$ cat config.mk
export PLATFORM = sky130hd
export DESIGN_NAME = nco_mc_core
export DESIGN_NICKNAME = d
export VERILOG_FILES = /design/src/rtl/nco_mc_pkg.sv /design/src/rtl/nco_qw_rom.sv /design/src/rtl/nco_mc_core.sv
export SDC_FILE = /design/constraint.sdc
export NUM_CORES = 2
export LEC_CHECK = 0
export ABC_AREA = 0
export BUFFER_PORTS_ARGS = -buffer_cell sky130_fd_sc_hd__buf_2
export CAP_MARGIN = 20
export CORE_ASPECT_RATIO = 0.6
export CORE_MARGIN = 2
export CORE_UTILIZATION = 55
export CTS_BUF_LIST = sky130_fd_sc_hd__clkbuf_8 sky130_fd_sc_hd__clkbuf_16
export CTS_CLUSTER_DIAMETER = 30
export DETAILED_ROUTE_END_ITERATION = 10
export MAX_ROUTING_LAYER = met4
export PLACE_DENSITY = 0.74
export SYNTH_ARGS = -nofsm -noshare
export SYNTH_HDL_FRONTEND = slang
export SYNTH_SLANG_ARGS = --single-unit
export TNS_END_PERCENT = 5
$ cat constraint.sdc
create_clock -name clk -period 7.87 [get_ports clk]
set_input_delay 0.3935 -clock clk [delete_from_list [all_inputs] [get_ports clk]]
set_output_delay 0.3935 -clock clk [all_outputs]
set_load 0.02 [all_outputs]
$ cat src/rtl/nco_mc_pkg.sv
// Shared types and constants for the multi-channel quadrature NCO.
package nco_mc_pkg;

  typedef enum logic [1:0] {Q0, Q1, Q2, Q3} quad_e;

  localparam int unsigned NCO_LAT   = 4;
  localparam int unsigned LFSR_W    = 15;
  localparam logic [14:0] LFSR_SEED = 15'h0001;
  // x^15 + x^14 + 1 : feedback from bits 14 and 13 of a left-shifting register
  localparam logic [14:0] LFSR_TAPS = 15'h6000;
  localparam real         NCO_PI    = 3.14159265358979323846;

  // Ceiling log2, never below 1 so single-channel builds keep a 1-bit index.
  function automatic int unsigned nco_clog2(input int unsigned n);
    int unsigned w;
    w = 1;
    while ((32'd1 << w) < n) w++;
    return w;
  endfunction

endpackage

$ cat src/rtl/nco_qw_rom.sv
// Dual-read quarter-wave sine ROM with registered outputs; r[k] = round(A*sin((k+0.5)*pi/2^(RAW-1))).
// The table is built at elaboration.
module nco_qw_rom
  import nco_mc_pkg::*;
#(
  parameter int unsigned RAW = 10,
  parameter int unsigned MPR = 16,
  parameter string       RSF = "nco_mc_qw.hex"
) (
  input  logic           clk,
  input  logic           rst_n,
  input  logic           en,
  input  logic [RAW-3:0] addr_s,
  input  logic [RAW-3:0] addr_c,
  output logic [MPR-2:0] data_s,
  output logic [MPR-2:0] data_c
);

  localparam int unsigned AW    = RAW - 2;
  localparam int unsigned DEPTH = 1 << AW;
  localparam real         AMP   = real'((1 << (MPR - 1)) - 1);

  logic [MPR-2:0] mem [DEPTH];

  // Half-LSB phase offset makes the mirrored quadrants exact.
  for (genvar k = 0; k < DEPTH; k++) begin : g_tab
    assign mem[k] = (MPR-1)'($rtoi($floor(
                      AMP * $sin((real'(k) + 0.5) * NCO_PI / real'(1 << (RAW - 1))) + 0.5)));
  end

  always_ff @(posedge clk or negedge rst_n) begin
    if (!rst_n) begin
      data_s <= '0;
      data_c <= '0;
    end else if (en) begin
      data_s <= mem[addr_s];
      data_c <= mem[addr_c];
    end
  end

endmodule

$ cat src/rtl/nco_mc_core.sv
// Time-multiplexed NCH-channel quadrature NCO: shared accumulator datapath, quarter-wave ROM, 4-stage pipeline.
// Optional phase dither enabled by defining NCO_DITHER_EN.
module nco_mc_core
  import nco_mc_pkg::*;
#(
  parameter int unsigned APR = 32,
  parameter int unsigned RAW = 10,
  parameter int unsigned MPR = 16,
  parameter int unsigned NCH = 4,
  parameter string       RSF = "nco_mc_qw.hex"
) (
  input  logic                      clk,
  input  logic                      reset_n,
  input  logic                      clken,
  input  logic                      cfg_wr,
  input  logic [nco_clog2(NCH)-1:0] cfg_ch,
  input  logic                      cfg_sel,
  input  logic [APR-1:0]            cfg_data,
  input  logic                      sync_i,
  output logic [MPR-1:0]            fsin_o,
  output logic [MPR-1:0]            fcos_o,
  output logic [nco_clog2(NCH)-1:0] ch_o,
  output logic                      out_valid
);

  localparam int unsigned CW = nco_clog2(NCH);
  localparam int unsigned AW = RAW - 2;

  logic [CW-1:0]  ch_cnt;
  logic           frame_start_c, frame_end_c;
  logic           sync_pend, sync_frame, sync_use_c;
  logic           cfg_hit_c;
  logic [APR-1:0] sh_inc [NCH];
  logic [APR-1:0] sh_off [NCH];
  logic [APR-1:0] sh_inc_nx [NCH];
  logic [APR-1:0] sh_off_nx [NCH];
  logic [APR-1:0] inc [NCH];
  logic [APR-1:0] off [NCH];
  logic [APR-1:0] acc [NCH];
  logic [APR-1:0] acc_nx_c;

  assign frame_start_c = clken && (ch_cnt == '0);
  assign frame_end_c   = clken && (ch_cnt == CW'(NCH - 1));

  always_ff @(posedge clk or negedge reset_n) begin
    if (!reset_n)    ch_cnt <= '0;
    else if (clken)  ch_cnt <= frame_end_c ? '0 : ch_cnt + CW'(1);
  end

  // A pulse landing on the consuming frame-start cycle re-arms the latch for the next frame.
  assign sync_use_c = (ch_cnt == '0) ? sync_pend : sync_frame;

  always_ff @(posedge clk or negedge reset_n) begin
    if (!reset_n) begin
      sync_pend  <= 1'b0;
      sync_frame <= 1'b0;
    end else begin
      sync_pend <= sync_i | (sync_pend & ~frame_start_c);
      if (frame_start_c) sync_frame <= sync_pend;
    end
  end

  assign cfg_hit_c = cfg_wr && (32'(cfg_ch) < 32'(NCH));

  always_comb begin
    for (int c = 0; c < NCH; c++) begin
      sh_inc_nx[c] = sh_inc[c];
      sh_off_nx[c] = sh_off[c];
      if (cfg_hit_c && (32'(cfg_ch) == 32'(c))) begin
        if (cfg_sel) sh_off_nx[c] = cfg_data;
        else         sh_inc_nx[c] = cfg_data;
      end
    end
  end

  // Shadows commit on the last slot so every frame sees one coherent register set.
  always_ff @(posedge clk or negedge reset_n) begin
    if (!reset_n) begin
      sh_inc <= '{default: '0};
      sh_off <= '{default: '0};
      inc    <= '{default: '0};
      off    <= '{default: '0};
    end else begin
      sh_inc <= sh_inc_nx;
      sh_off <= sh_off_nx;
      if (frame_end_c) begin
        inc <= sh_inc_nx;
        off <= sh_off_nx;
      end
    end
  end

  // Stage 1: accumulate; offset travels with the sample to stay frame-coherent.
  logic [APR-1:0] s1_phase, s1_off;
  logic [CW-1:0]  s1_ch;

  assign acc_nx_c = sync_use_c ? inc[ch_cnt] : acc[ch_cnt] + inc[ch_cnt];

  always_ff @(posedge clk or negedge reset_n) begin
    if (!reset_n) begin
      acc      <= '{default: '0};
      s1_phase <= '0;
      s1_off   <= '0;
      s1_ch    <= '0;
    end else if (clken) begin
      acc[ch_cnt] <= acc_nx_c;
      s1_phase    <= acc_nx_c;
      s1_off      <= off[ch_cnt];
      s1_ch       <= ch_cnt;
    end
  end

  // Stage 2: offset, truncate to ROM address, resolve quadrant mirroring.
  logic [APR-1:0] phase_c;

`ifdef NCO_DITHER_EN
  localparam int unsigned DW = ((APR - RAW) < LFSR_W) ? (APR - RAW) : LFSR_W;
  logic [LFSR_W-1:0] lfsr;

  always_ff @(posedge clk or negedge reset_n) begin
    if (!reset_n)   lfsr <= LFSR_SEED;
    else if (clken) lfsr <= {lfsr[LFSR_W-2:0], ^(lfsr & LFSR_TAPS)};
  end

  assign phase_c = s1_phase + s1_off + APR'(lfsr[LFSR_W-1 -: DW]);
`else
  assign phase_c = s1_phase + s1_off;
`endif

  quad_e          qs_c, qc_c;
  logic [AW-1:0]  a_c;
  logic [AW-1:0]  s2_addr_s, s2_addr_c;
  logic           s2_neg_s, s2_neg_c;
  logic [CW-1:0]  s2_ch;

  assign qs_c = quad_e'(phase_c[APR-1 -: 2]);
  assign qc_c = quad_e'(phase_c[APR-1 -: 2] + 2'd1);
  assign a_c  = phase_c[APR-3 -: AW];

  always_ff @(posedge clk or negedge reset_n) begin
    if (!reset_n) begin
      s2_addr_s <= '0;
      s2_addr_c <= '0;
      s2_neg_s  <= 1'b0;
      s2_neg_c  <= 1'b0;
      s2_ch     <= '0;
    end else if (clken) begin
      s2_addr_s <= ((qs_c == Q1) || (qs_c == Q3)) ? ~a_c : a_c;
      s2_addr_c <= ((qc_c == Q1) || (qc_c == Q3)) ? ~a_c : a_c;
      s2_neg_s  <= (qs_c == Q2) || (qs_c == Q3);
      s2_neg_c  <= (qc_c == Q2) || (qc_c == Q3);
      s2_ch     <= s1_ch;
    end
  end

  // Stage 3: ROM read.
  logic [MPR-2:0] rom_s, rom_c;
  logic           s3_neg_s, s3_neg_c;
  logic [CW-1:0]  s3_ch;

  nco_qw_rom #(
    .RAW (RAW),
    .MPR (MPR),
    .RSF (RSF)
  ) u_rom (
    .clk    (clk),
    .rst_n  (reset_n),
    .en     (clken),
    .addr_s (s2_addr_s),
    .addr_c (s2_addr_c),
    .data_s (rom_s),
    .data_c (rom_c)
  );

  always_ff @(posedge clk or negedge reset_n) begin
    if (!reset_n) begin
      s3_neg_s <= 1'b0;
      s3_neg_c <= 1'b0;
      s3_ch    <= '0;
    end else if (clken) begin
      s3_neg_s <= s2_neg_s;
      s3_neg_c <= s2_neg_c;
      s3_ch    <= s2_ch;
    end
  end

  // Stage 4: sign restore; outputs only move once the pipe holds post-reset samples.
  logic [NCO_LAT-2:0] vld;
  logic [MPR-1:0]     ext_s_c, ext_c_c;

  assign ext_s_c = {1'b0, rom_s};
  assign ext_c_c = {1'b0, rom_c};

  always_ff @(posedge clk or negedge reset_n) begin
    if (!reset_n) begin
      vld       <= '0;
      out_valid <= 1'b0;
      fsin_o    <= '0;
      fcos_o    <= '0;
      ch_o      <= '0;
    end else if (clken) begin
      vld       <= {vld[NCO_LAT-3:0], 1'b1};
      out_valid <= vld[NCO_LAT-2];
      if (vld[NCO_LAT-2]) begin
        fsin_o <= s3_neg_s ? -ext_s_c : ext_s_c;
        fcos_o <= s3_neg_c ? -ext_c_c : ext_c_c;
        ch_o   <= s3_ch;
      end
    end else begin
      out_valid <= 1'b0;
    end
  end

endmodule
Word level (Yosys, flattened, before mapping)
Memories as Yosys holds them, arrays and structs flattened. A register that Yosys moved wholly into a read port is not among the register bits.
Index checks and enable logic that the tools add are counted.
Word-level totals
  bits of input ports: 40
  memories kept: 2
  register bits after elaboration: 772
  memory bits (read-only): 7680
Memory list
  (name not given): depth 256, width 15, read ports 1, clocked after Yosys merged registers in 1, wr ports 0, line nco_qw_rom.sv:36  | data_s <= mem[addr_s];
  (name not given): depth 256, width 15, read ports 1, clocked after Yosys merged registers in 1, wr ports 0, line nco_qw_rom.sv:37  | data_c <= mem[addr_c];
Cells by class
  magnitude comparators: 2
  reduce and logical (&&, ||, !) cells: 16
  equal/unequal tests: 10
  bitwise logic cells: 7
  multiplexer cells: 36
  add/sub/neg operators: 6
Operator list (number)
  $mux 32: 24
  $bmux 32 s2: 3
  $bwmux 128: 1
  $add 32x32->32: 2
  $demux 32 s2: 1
  $mux 16: 2
  $neg 15->16: 2
  $not 8->9: 2
  $mux 8: 2
  $eq 2x2->1 const B: 7
  $not 8->8: 1
  $logic_and 1x1->1: 7
  $eq 2x1->1 const B: 3
  $add 2x1->2 const B: 2
  $logic_not 2->1: 2
  $logic_or 1x1->1: 4
  $ge 3x3->1 const B: 1
  $lt 3x1->1 const B: 1
  $not 2->3: 1
  $logic_not 1->1: 2
  $mux 1: 2
  $mux 2: 1
  $reduce_and 2->1: 1
  $and 1x1->1: 1
  2 further kinds: 2

Logic depth before layout (Yosys ltp)
  depth in word-level cells: 7
  mapped depth: 16
  gate-level depth less buffers: 13

Modules after synthesis
A second synthesis with hierarchy kept.
Second synthesis, totals
  cell total of the unflattened synthesis: 4549
  area total of the unflattened synthesis: 43779.5 sq um
Modules (own cells, without submodules)
  nco_mc_core: cells each 3126, area an instance 34510.6 sq um, instances 1, seq. area each 19318.5 sq um
  nco_qw_rom: cells each 1423, area an instance 9268.9 sq um, instances 1, seq. area each 750.7 sq um

Worst setup path before layout
OpenSTA, ideal clock, no wires.
  kind: flip-flop to flip-flop
  start: reg ch_cnt[0]
  end: reg acc[127] (netlist name)
  library setup time: 0.082 ns
  arrival: 4.267 ns
  period minus slack after synthesis: 4.349 ns
  slack: 3.521 ns
  stages on the path, launching flop included: 16
  cell sequence: dfrtp_1 buf_2 buf_2 buf_2 buf_2 mux4_2 ha_1 a21o_1 a21o_1 a211oi_1 a211oi_1 a211oi_1 o21ai_1 xnor2_1 or3_1 a31oi_1
On the way
  longest elaborated chain between the ends: 7
Ends and longest elaborated chain
  from (decl): line nco_mc_core.sv:29  | logic [CW-1:0] ch_cnt;
  from (signal assigned): line nco_mc_core.sv:47  | else if (clken) ch_cnt <= frame_end_c ? '0 : ch_cnt + CW'(1);
  $not 2->3 (implied by the code): line nco_mc_core.sv:97, nco_mc_core.sv:106
  $bmux 32 s2: line nco_mc_core.sv:97  | assign acc_nx_c = sync_use_c ? inc[ch_cnt] : acc[ch_cnt] + inc[ch_cnt];
  $mux 32 (implied by the code) (2 in a row): line nco_mc_core.sv:97
  $add 32x32->32: line nco_mc_core.sv:97
  $mux 32: line nco_mc_core.sv:97
  $bwmux 128 (*): line nco_mc_core.sv:106  | acc[ch_cnt] <= acc_nx_c;
  to (signal, indexed assignment): line nco_mc_core.sv:106
  to (decl): line nco_mc_core.sv:39  | logic [APR-1:0] acc [NCH];
Every way passes the cells marked *; elsewhere a longest branch is shown, timed or not. The select of a mux whose other input is x is not followed.
A chain may end at the register's enable or synchronous reset.

Worst setup path after layout
  start: reg ch_cnt[0]
  end: reg acc[50] (netlist name)
Same word-level chain as after synthesis.

==> metrics <==
area share of the largest cell type after synthesis 0.463; FF-to-FF path depth 12; Reg area 20100 um2; GPL Wtd Cong 1.05; Top Ports 75; vias in the first global route 33800; Die Y 221 um; Non-Filler Instances 5619; Setup crit end kind register; R2R setup slack roughly 2.7 ns; Slew headroom 0.244; Slew Limit Fails 0; Leakage 0.0217 uW; Worst EP arrival 5.71 ns; Avg Inst Size Synth 9.46 um2; max cap viols 0; Post-Syn Nets 4726; synthesized area 43300 um2; CTS Buf Count 108; DRT Pass-1 Iters 9; hold path depth 2; Synth Register Bits 802; footprint of the multi-input gates 21700 um2; slew of the pin with the lowest slew margin roughly 1.1 ns; All-Layer GR Usage 0.338; vias per cell 6.36; Longest Clk Path Bufs 3; Congestion Overflow GR 0; Worst Path Max Fanout 35; antenna violations before repair 6; Die ar. about 81000 um2; Worst VDD drop 276 uV; HPWL after detailed placement 84400 um; FILL cells 6416; PostCTS Resize Cnt 0; Worst-Skew Late Latency slightly above 0.7 ns; Post-synth EDFFs 0; Hold Startpoint cfg_data[7]; min cycle time layout 5.13 ns; Worst EP required 8.44 ns; # placed instances 5415; Seq/Total Area, Yosys 0.463; Routed WL 134000 um; endpoints failing setup 0; port bufs 74; Main synth FF type dfrtp_1; Worst Setup SP ch_cnt[0]$_DFFE_PN0P_; FP Rows 79; Routed WL per cell 23.8 um; first-pass GRT wire length 208000 um; CTS tree yes; crit path kind reg -> reg; largest net degree at the start of global routing 180; final count of hold timing violations 0; outcome completed; Die Wd 366 um; Ys Warns 0; top cells by area, synth dfrtp_1, nand2_1, mux2_2; Setup Fix Bufs, Post-CTS 0; Fin Clk Skew 0.0489 ns; effective utilization at floorplan 0.557; Worst Hold Class in -> reg; Post-synth ARST share 1.00; 1st-iter DRT viols 5033; Final #Nets 4617; Worst R2R End acc[50]$_DFFE_PN0P_; unrepaired setup endpoints after global routing no; ratio of cells with drive above 1 in the final layout 0.178; clock sinks between 800 and 900; post-synth cell types 80; FMAX 195 MHz; core area 77800 um2; Via Count around 36000; CTS clock-pin slew for the worst setup and hold paths 0.06 ns; PD cells 512 nW/um2; hold worst-path end sh_off[71]$_DFF_PN0_; area leader, netlist dfrtp_1; Post-route DRC 0; H-Tree Level Count 3; CP Launch Type register; area added between synthesis and finish 11.0%; root buf cell clkbuf_16; R2R Path Start ch_cnt[0]$_DFFE_PN0P_; period utilization 0.652; cell count after synthesis between 4000 and 5000; Post-CTS Hold Buffers 2; Detail Route Antenna Nets 0; setup TNS 0 ns
==> report_power, final <==
group / total (uW) / switching (uW) / leakage [uW] / internal (uW)
sequential: 6850 / 1170 / 0.00987 / 5680
clock: 5020 / 1980 / 0.00185 / 3040
combinational: 12700 / 8160 / 0.0100 / 4590
==> how the worst max path moves through the flow <==
stage	end	slack, ns
CTS	acc[50]$_DFFE_PN0P_	2.75
detailed placement	acc[50]$_DFFE_PN0P_	2.81
global placement	acc[50]$_DFFE_PN0P_	2.82
global route	acc[58]$_DFFE_PN0P_	2.39
finish	acc[50]$_DFFE_PN0P_	2.74
floorplan	acc[127]$_DFFE_PN0P_	3.52
==> routing by layer <==
layer,share of wire,wire (um),track usage
met4,0.017,2270,0.0688
met5,0,0,-
met2,0.40,53400,0.429
met3,0.11,15200,0.0975
met1,0.47,62600,0.529
==> synthesized netlist by cell type, types with 18 or more instances <==
library cell,count
nand3_1,54
mux2_2,323
dfrtp_1,802
a21o_1,30
buf_1,45
nand2b_1,27
o31ai_1,23
mux4_2,113
o21ai_0,326
a211oi_1,59
a311oi_1,28
nor2b_1,29
o211ai_1,44
nor2_1,240
xor2_1,30
inv_1,48
or3_1,21
xnor2_1,37
o221ai_1,18
o311ai_0,18
ha_1,101
nor3_1,59
a31oi_1,53
nand2_1,1192
clkbuf_1,271
mux2i_1,33
buf_2,39
a21oi_1,311
==> logic make-up after synthesis <==
group / count (synthesis) / synth area share
compound gates: 1043 / 0.147
xor+xnor: 68 / 0.0141
fa+ha+maj: 102 / 0.0296
buf+inv: 409 / 0.0367
flops: 802 / 0.463
mux: 470 / 0.151
simple gates: 1690 / 0.159
==> flip-flops by register name, indices dropped and copies added (netlist names), 15 cells and up <==
name          count
off             128
acc             128
u_rom.data_s     15
s1_phase         32
fcos_o           16
inc             128
fsin_o           16
s1_off           32
u_rom.data_c     15
sh_inc          128
sh_off          128
==> through the flow <==
step	hold slack, ns	util	cell area (um2)	total power [uW]	setup slack, ns
after detailed placement	0.450	0.569	44300	19000	2.81
after CTS	0.0122	0.618	48100	24200	2.75
after global placement	0.445	0.569	44300	18900	2.82
after floorplan	0.0979	-	43300	15300	3.52
after global routing	0.0595	0.618	48100	26000	2.39
final	0.0446	0.618	48100	24600	2.74
==> placed cells by master, fill, tap and decap left out, drive strengths merged, types with 12 or more instances in the layout <==
cell and instances:
a22oi 14, a21oi 312, o22ai 13, bufinv 12
mux2i 33, a311oi 28, ha 101, buf 134
o21ai 342, a21o 30, inv 73, clkinvlp 14
nand2 1192, o221ai 18, mux2 324, or3 21
a211oi 60, xor2 30, nor3 59, o211ai 45
clkbuf 119, nor2b 29, nor2 240, nand2b 28
nand3 55, o311ai 20, o31ai 23, xnor2 37
mux4 113, and2 13, a31oi 54, or2 13
clkinv 34, dfrtp 802
==> critical path: stages, from the launching register on <==
cell,delay (ns)
dfrtp_4,0.95
mux4_2,0.62
ha_1,0.25
fa_1,0.47
a21o_1,0.19
a21oi_1,0.41
nand2b_4,0.26
a2111oi_4,0.10
o311ai_1,0.62
a211oi_1,0.21
or3_1,0.34
a31oi_1,0.40
o21ai_0,0.16
==> cell type report <==
cell class,count,share of cell area
diodes,3,0.000156
clock buffers,118,0.0590
clock inverters,80,0.0192
inverters,53,0.00414
multi-input cells,3373,0.452
flip-flops and latches,802,0.418
well taps,1053,0.0274
repair buffers,137,0.0205
(Power assumes the default switching activity.)
